===== config.mk =====
export PLATFORM = sky130hd
export DESIGN_NAME = lsu_ram_ctrl
export DESIGN_NICKNAME = d
export VERILOG_FILES = /design/src/rtl/lsu_pkg.sv /design/src/rtl/lsu_load_align.sv /design/src/rtl/lsu_ram_ctrl.sv
export SDC_FILE = /design/constraint.sdc
export NUM_CORES = 1
export LEC_CHECK = 0
export CAP_MARGIN = 20
export CORE_MARGIN = 2
export CORE_UTILIZATION = 46
export CTS_CLUSTER_SIZE = 8
export DETAILED_ROUTE_END_ITERATION = 6
export PLACE_DENSITY = 0.9
export SETUP_SLACK_MARGIN = 0.05
export SYNTH_ARGS = -nofsm -noshare
export SYNTH_HDL_FRONTEND = slang
export SYNTH_SLANG_ARGS = --single-unit

===== constraint.sdc =====
create_clock -name clk_i -period 4.4 [get_ports clk_i]
set_input_delay 0.66 -clock clk_i [delete_from_list [all_inputs] [get_ports clk_i]]
set_output_delay 0.66 -clock clk_i [all_outputs]
set_load 0.1 [all_outputs]

===== src/rtl/lsu_pkg.sv =====
// lsu_pkg: size encodings, FSM states and store lane helpers for the load/store controller
package lsu_pkg;
   localparam logic [1:0] LSU_BYTE = 2'd0;
   localparam logic [1:0] LSU_HALF = 2'd1;
   localparam logic [1:0] LSU_WORD = 2'd2;

   typedef enum logic [1:0] {ST_IDLE, ST_ACCESS, ST_RDATA, ST_RESP} lsu_state_e;

   function automatic logic [3:0] lsu_be(input logic [1:0] size, input logic [1:0] off);
      return size == LSU_BYTE ? 4'b0001 << off : size == LSU_HALF ? 4'b0011 << off : 4'b1111;
   endfunction

   function automatic logic [31:0] lsu_wdata(input logic [1:0] size, input logic [31:0] data);
      return size == LSU_BYTE ? {4{data[7:0]}} : size == LSU_HALF ? {2{data[15:0]}} : data;
   endfunction
endpackage


===== src/rtl/lsu_load_align.sv =====
// lsu_load_align: right-aligns the addressed load lane and sign/zero-extends it
module lsu_load_align
   import lsu_pkg::*;
(
   input  logic [31:0] rdata_i,
   input  logic [1:0]  offset_i,
   input  logic [1:0]  size_i,
   input  logic        unsigned_i,
   output logic [31:0] data_o
);
   logic [31:0] lane;
   assign lane = rdata_i >> {offset_i, 3'b000};
   always_comb
      data_o = size_i == LSU_BYTE ? {{24{~unsigned_i & lane[7]}}, lane[7:0]} :
               size_i == LSU_HALF ? {{16{~unsigned_i & lane[15]}}, lane[15:0]} : lane;
endmodule


===== src/rtl/lsu_ram_ctrl.sv =====
// lsu_ram_ctrl: single-outstanding load/store controller in front of a byte-write RAM
module lsu_ram_ctrl
   import lsu_pkg::*;
#(
   parameter int ADDR_WIDTH = 10
) (
   input  logic                  clk_i,
   input  logic                  rstn_i,
   input  logic                  req_valid_i,
   output logic                  req_ready_o,
   input  logic                  req_we_i,
   input  logic [1:0]            req_size_i,
   input  logic                  req_unsigned_i,
   input  logic [31:0]           req_addr_i,
   input  logic [31:0]           req_wdata_i,
   output logic                  rsp_valid_o,
   output logic                  rsp_err_o,
   output logic [31:0]           rsp_rdata_o,
   output logic [3:0]            ram_we_o,
   output logic [ADDR_WIDTH-1:0] ram_addr_o,
   output logic [31:0]           ram_wdata_o,
   input  logic [31:0]           ram_rdata_i
);
   lsu_state_e            state_q, state_d;
   logic [1:0]            off_q, off_d, size_q, size_d;
   logic                  uns_q, uns_d, we_q, we_d;
   logic                  rsp_valid_q, rsp_valid_d, rsp_err_q, rsp_err_d;
   logic [31:0]           rsp_rdata_q, rsp_rdata_d, ram_wdata_q, ram_wdata_d;
   logic [3:0]            ram_we_q, ram_we_d;
   logic [ADDR_WIDTH-1:0] ram_addr_q, ram_addr_d;
   logic                  req_err;
   logic [31:0]           load_data;

   assign req_err = req_size_i == 2'd3 || (req_size_i == LSU_HALF && req_addr_i[0]) ||
                    (req_size_i == LSU_WORD && req_addr_i[1:0] != 2'd0) || |req_addr_i[31:ADDR_WIDTH+2];

   lsu_load_align u_align (
      .rdata_i   (ram_rdata_i),
      .offset_i  (off_q),
      .size_i    (size_q),
      .unsigned_i(uns_q),
      .data_o    (load_data)
   );

   always_comb begin
      state_d = state_q;
      off_d = off_q;
      size_d = size_q;
      uns_d = uns_q;
      we_d = we_q;
      rsp_err_d = rsp_err_q;
      rsp_rdata_d = rsp_rdata_q;
      ram_we_d = '0;
      ram_addr_d = ram_addr_q;
      ram_wdata_d = ram_wdata_q;
      case (state_q)
         ST_IDLE: if (req_valid_i) begin
            off_d = req_addr_i[1:0];
            size_d = req_size_i;
            uns_d = req_unsigned_i;
            we_d = req_we_i;
            rsp_err_d = req_err;
            rsp_rdata_d = '0;
            state_d = req_err ? ST_RESP : ST_ACCESS;
            if (!req_err) begin
               ram_addr_d = req_addr_i[ADDR_WIDTH+1:2];
               ram_we_d = req_we_i ? lsu_be(req_size_i, req_addr_i[1:0]) : 4'b0000;
               ram_wdata_d = req_we_i ? lsu_wdata(req_size_i, req_wdata_i) : ram_wdata_q;
            end
         end
         ST_ACCESS: state_d = we_q ? ST_RESP : ST_RDATA;
         ST_RDATA: begin
            rsp_rdata_d = load_data;
            state_d = ST_RESP;
         end
         default: state_d = ST_IDLE;
      endcase
      rsp_valid_d = state_d == ST_RESP;
   end

   always_ff @(posedge clk_i) begin
      if (!rstn_i) begin
         state_q <= ST_IDLE;
         off_q <= '0;
         size_q <= '0;
         uns_q <= 1'b0;
         we_q <= 1'b0;
         rsp_valid_q <= 1'b0;
         rsp_err_q <= 1'b0;
         rsp_rdata_q <= '0;
         ram_we_q <= '0;
         ram_addr_q <= '0;
         ram_wdata_q <= '0;
      end else begin
         state_q <= state_d;
         off_q <= off_d;
         size_q <= size_d;
         uns_q <= uns_d;
         we_q <= we_d;
         rsp_valid_q <= rsp_valid_d;
         rsp_err_q <= rsp_err_d;
         rsp_rdata_q <= rsp_rdata_d;
         ram_we_q <= ram_we_d;
         ram_addr_q <= ram_addr_d;
         ram_wdata_q <= ram_wdata_d;
      end
   end

   assign req_ready_o = state_q == ST_IDLE;
   assign rsp_valid_o = rsp_valid_q;
   assign rsp_err_o = rsp_err_q;
   assign rsp_rdata_o = rsp_rdata_q;
   assign ram_we_o = ram_we_q;
   assign ram_addr_o = ram_addr_q;
   assign ram_wdata_o = ram_wdata_q;
endmodule


==> metrics.yaml <==
run_status:
  status: "finished clean"
clock_network:
  postCtsResizedCells: 0
  tritoncts: "done"
  clk_latency_ps: 340
  clockBufferDepth: 2
  cts.clk_slew.worst_paths_ps: 90
  post-cts-setup-buffers: 0
  cts_sinks: 88
  cts_hold_buf: 0
  cts_buffers: 9
  cts-root-buf: "clkbuf_8"
  htree_levels: 3
synth:
  synth_area_leaders: "dfxtp_1, mux2i_1, nand2_1"
  netlist_instances: 480
  syn_area_mm2: 0.00429
  ys_ff_latch: 88
  yosysTopAreaCell: "dfxtp_1"
  ys.warnings.count: 0
  yosysMostFrequentCell: "nand2_1"
  synthTopCellsByCount: "nand2_1, dfxtp_1, o21ai_0"
  avgSynthCellArea_um2: 8.94
  synth_edf_count: 0
  yosysSeqAreaShare: 0.411
  synth_fp_nets: 591
  async_flop_share: 0
  synth_cell_type_count: 42
  synth_ff_type: "dfxtp_1"
  synth_top_area_frac: 0.411
power:
  peakVddDrop_mv: 0.196
  p_leak_uw: 0.00230
  finalPower_uw: 2730
  p_per_area_mw_per_mm2: 428
worst_hold_path:
  hold_depth: 2
  min-delay-start: "ram_addr_o[6]"
  min_to: "ram_addr_o[6]"
  hp-class: "flop to flop"
placed_design:
  gp_congestion: 0.882
  dpl-instance-area_mm2: 0.00616
  portBuffers: 183
  dp_cells: 744
  dp.final_hpwl_um: 9630
grt:
  grt_pass1_wl_um: 20300
  grt_max_degree: 92
  overflow: 0
  grt_use_total: 0.251
  grt_pass1_vias: 4174
  antenna_found_initial: 0
setup_path:
  cp_slowest_stage_delay_ps: 510
  cp-end-kind: "flop"
  critPathMostFrequentCell: "buf_4"
  cp_data_arrival_time_ps: 3270
  reg2reg_depth: 8
  regToRegSetupSlack_ps: 1780
  path_delay_family: "buffers and inverters"
  worst-setup-path-type: "input pin to flop"
  crit_chain: "clkdlybuf4s50_1 > inv_1 > ha_1 > nand2b_1 > a2111oi_4 > buf_4 > and2_1 > buf_4 > mux2i_1"
  path_buf_inv: 4
  required_ps: 4670
  cp-start-kind: "input pin"
  cp_slowest_cell: "clkdlybuf4s50_1"
  r2r-start: "state_q[0]"
  cp_max_fo: 25
  worstReg2RegEnd: "ram_wdata_o[17]"
timing:
  fin_crit_sh: 0.682
  rsz0062_at_grt: "no"
  finalHoldViolations: 0
  maxSlewViolCount: 0
  finalClockSkew_ps: 12.5
  maxSlewHeadroom: 0.324
  finalSetupTns_ps: 0
  tightest_slew_ps: 1010
  finalSetupViolCount: 0
  fmax_ghz: 0.333
  final.min_clock_period_ps: 3000
final_layout:
  design_area_mm2: 0.00638
  drive_gt1_frac: 0.0862
  fin_cells: 761
  antenna_cells: 0
  fin_nets: 757
  area_growth_syn_to_layout_pct: 48.8
route:
  drt.antenna.violating_nets: 0
  top_layer: "met4"
  drt_pass1_iterations: 4
  wl_met2_um: 6160
  avgViaCountPerCell: 5.60
  first_iter_violations: 161
  wl_per_cell_um: 16.7
  drc: 0
  wl_met3_um: 1190
  totalWireLength_um: 12700
  m1WireLength_um: 5170
  route.vias.total: 4259
floorplanning:
  die_w_um: 101
  core_area_mm2: 0.00915
  start_util: 0.469
  fp-row-count: 35
  ios: 184
  die_h_um: 101
  die_area_mm2: 0.0101
flow_run:
  maxCapViolCount: 0
-- routing by layer --
layer / vias up / GRT usage
li1: 2061 / -
met1: 1980 / 0.298
met2: 202 / 0.431
met3: 16 / 0.0777
met4: 0 / 0.0822
met5: - / 0
-- area by class of cell --
| cell class | instances | area [µm²] |
|---|---|---|
| Clock buffer | 10 | 128 |
| Clock inverter | 5 | 82.6 |
| Fill cell | 673 | 2770 |
| Inverter | 7 | 26.3 |
| Multi-Input combinational cell | 345 | 2330 |
| Sequential cell | 88 | 1760 |
| Tap cell | 111 | 139 |
| Timing Repair Buffer | 195 | 1920 |
-- state kept, by name, indices dropped and copies added (netlist names), 2 cells and up --
signal,flops
off_q,2
state_q,2
size_q,2
ram_wdata_o,32
ram_addr_o,10
rsp_rdata_o,32
ram_we_o,4
-- metrics by stage --
stage / utilization / setup slack, ps / hold slack, ps
finish: 0.698 / 1400 / 461
global route: 0.698 / 1170 / 482
CTS: 0.696 / 1410 / 463
detailed placement: 0.673 / 1040 / 449
global placement: 0.673 / 1170 / 443
floorplan: - / 1700 / 462
-- cell usage in the layout, fill, tap and decap left out, types with 10 or more instances in the layout --
master / n
nand4_1: 25
dfxtp_1: 88
a221o_1: 16
buf_4: 10
clkdlybuf4s50_1: 182
mux2i_1: 35
nor2_1: 10
nand2_1: 90
nor2b_1: 20
a21oi_1: 14
o21ai_0: 37
mux2_2: 25
-- tightest hold or removal path, cell delays in order, from the launching register on --
cell     delay [ps]
dfxtp_1         320
nand2_1          50
mux2i_1          50
-- logic make-up after synthesis --
logic type / count (synthesis) / share of synthesized area
AND/OR/NAND/NOR: 165 / 0.183
XOR/XNOR: 1 / 0.00204
flip-flops: 88 / 0.411
AO/OA/AOI/OAI: 110 / 0.183
multiplexers: 61 / 0.153
adder cells (fa/ha/maj): 8 / 0.0233
buffers and inverters: 47 / 0.0464
-- worst max path at each step --
stage                  startpoint               to  slack, ps  cells after the start
finish              req_addr_i[1]  ram_wdata_o[17]       1400                      9
CTS                 req_addr_i[1]  ram_wdata_o[17]       1410                      9
global route        req_addr_i[1]  ram_wdata_o[21]       1170                      9
floorplan              state_q[0]  rsp_rdata_o[20]       1700                      7
global placement    req_addr_i[1]  ram_wdata_o[16]       1170                      9
detailed placement  req_addr_i[0]  ram_wdata_o[21]       1040                      9
-- report_power, final --
group          internal (µW)  switching (µW)
combinational            378             823
sequential               879            53.0
clock                    318             281
No activity file was read; power rests on OpenSTA's default activity.
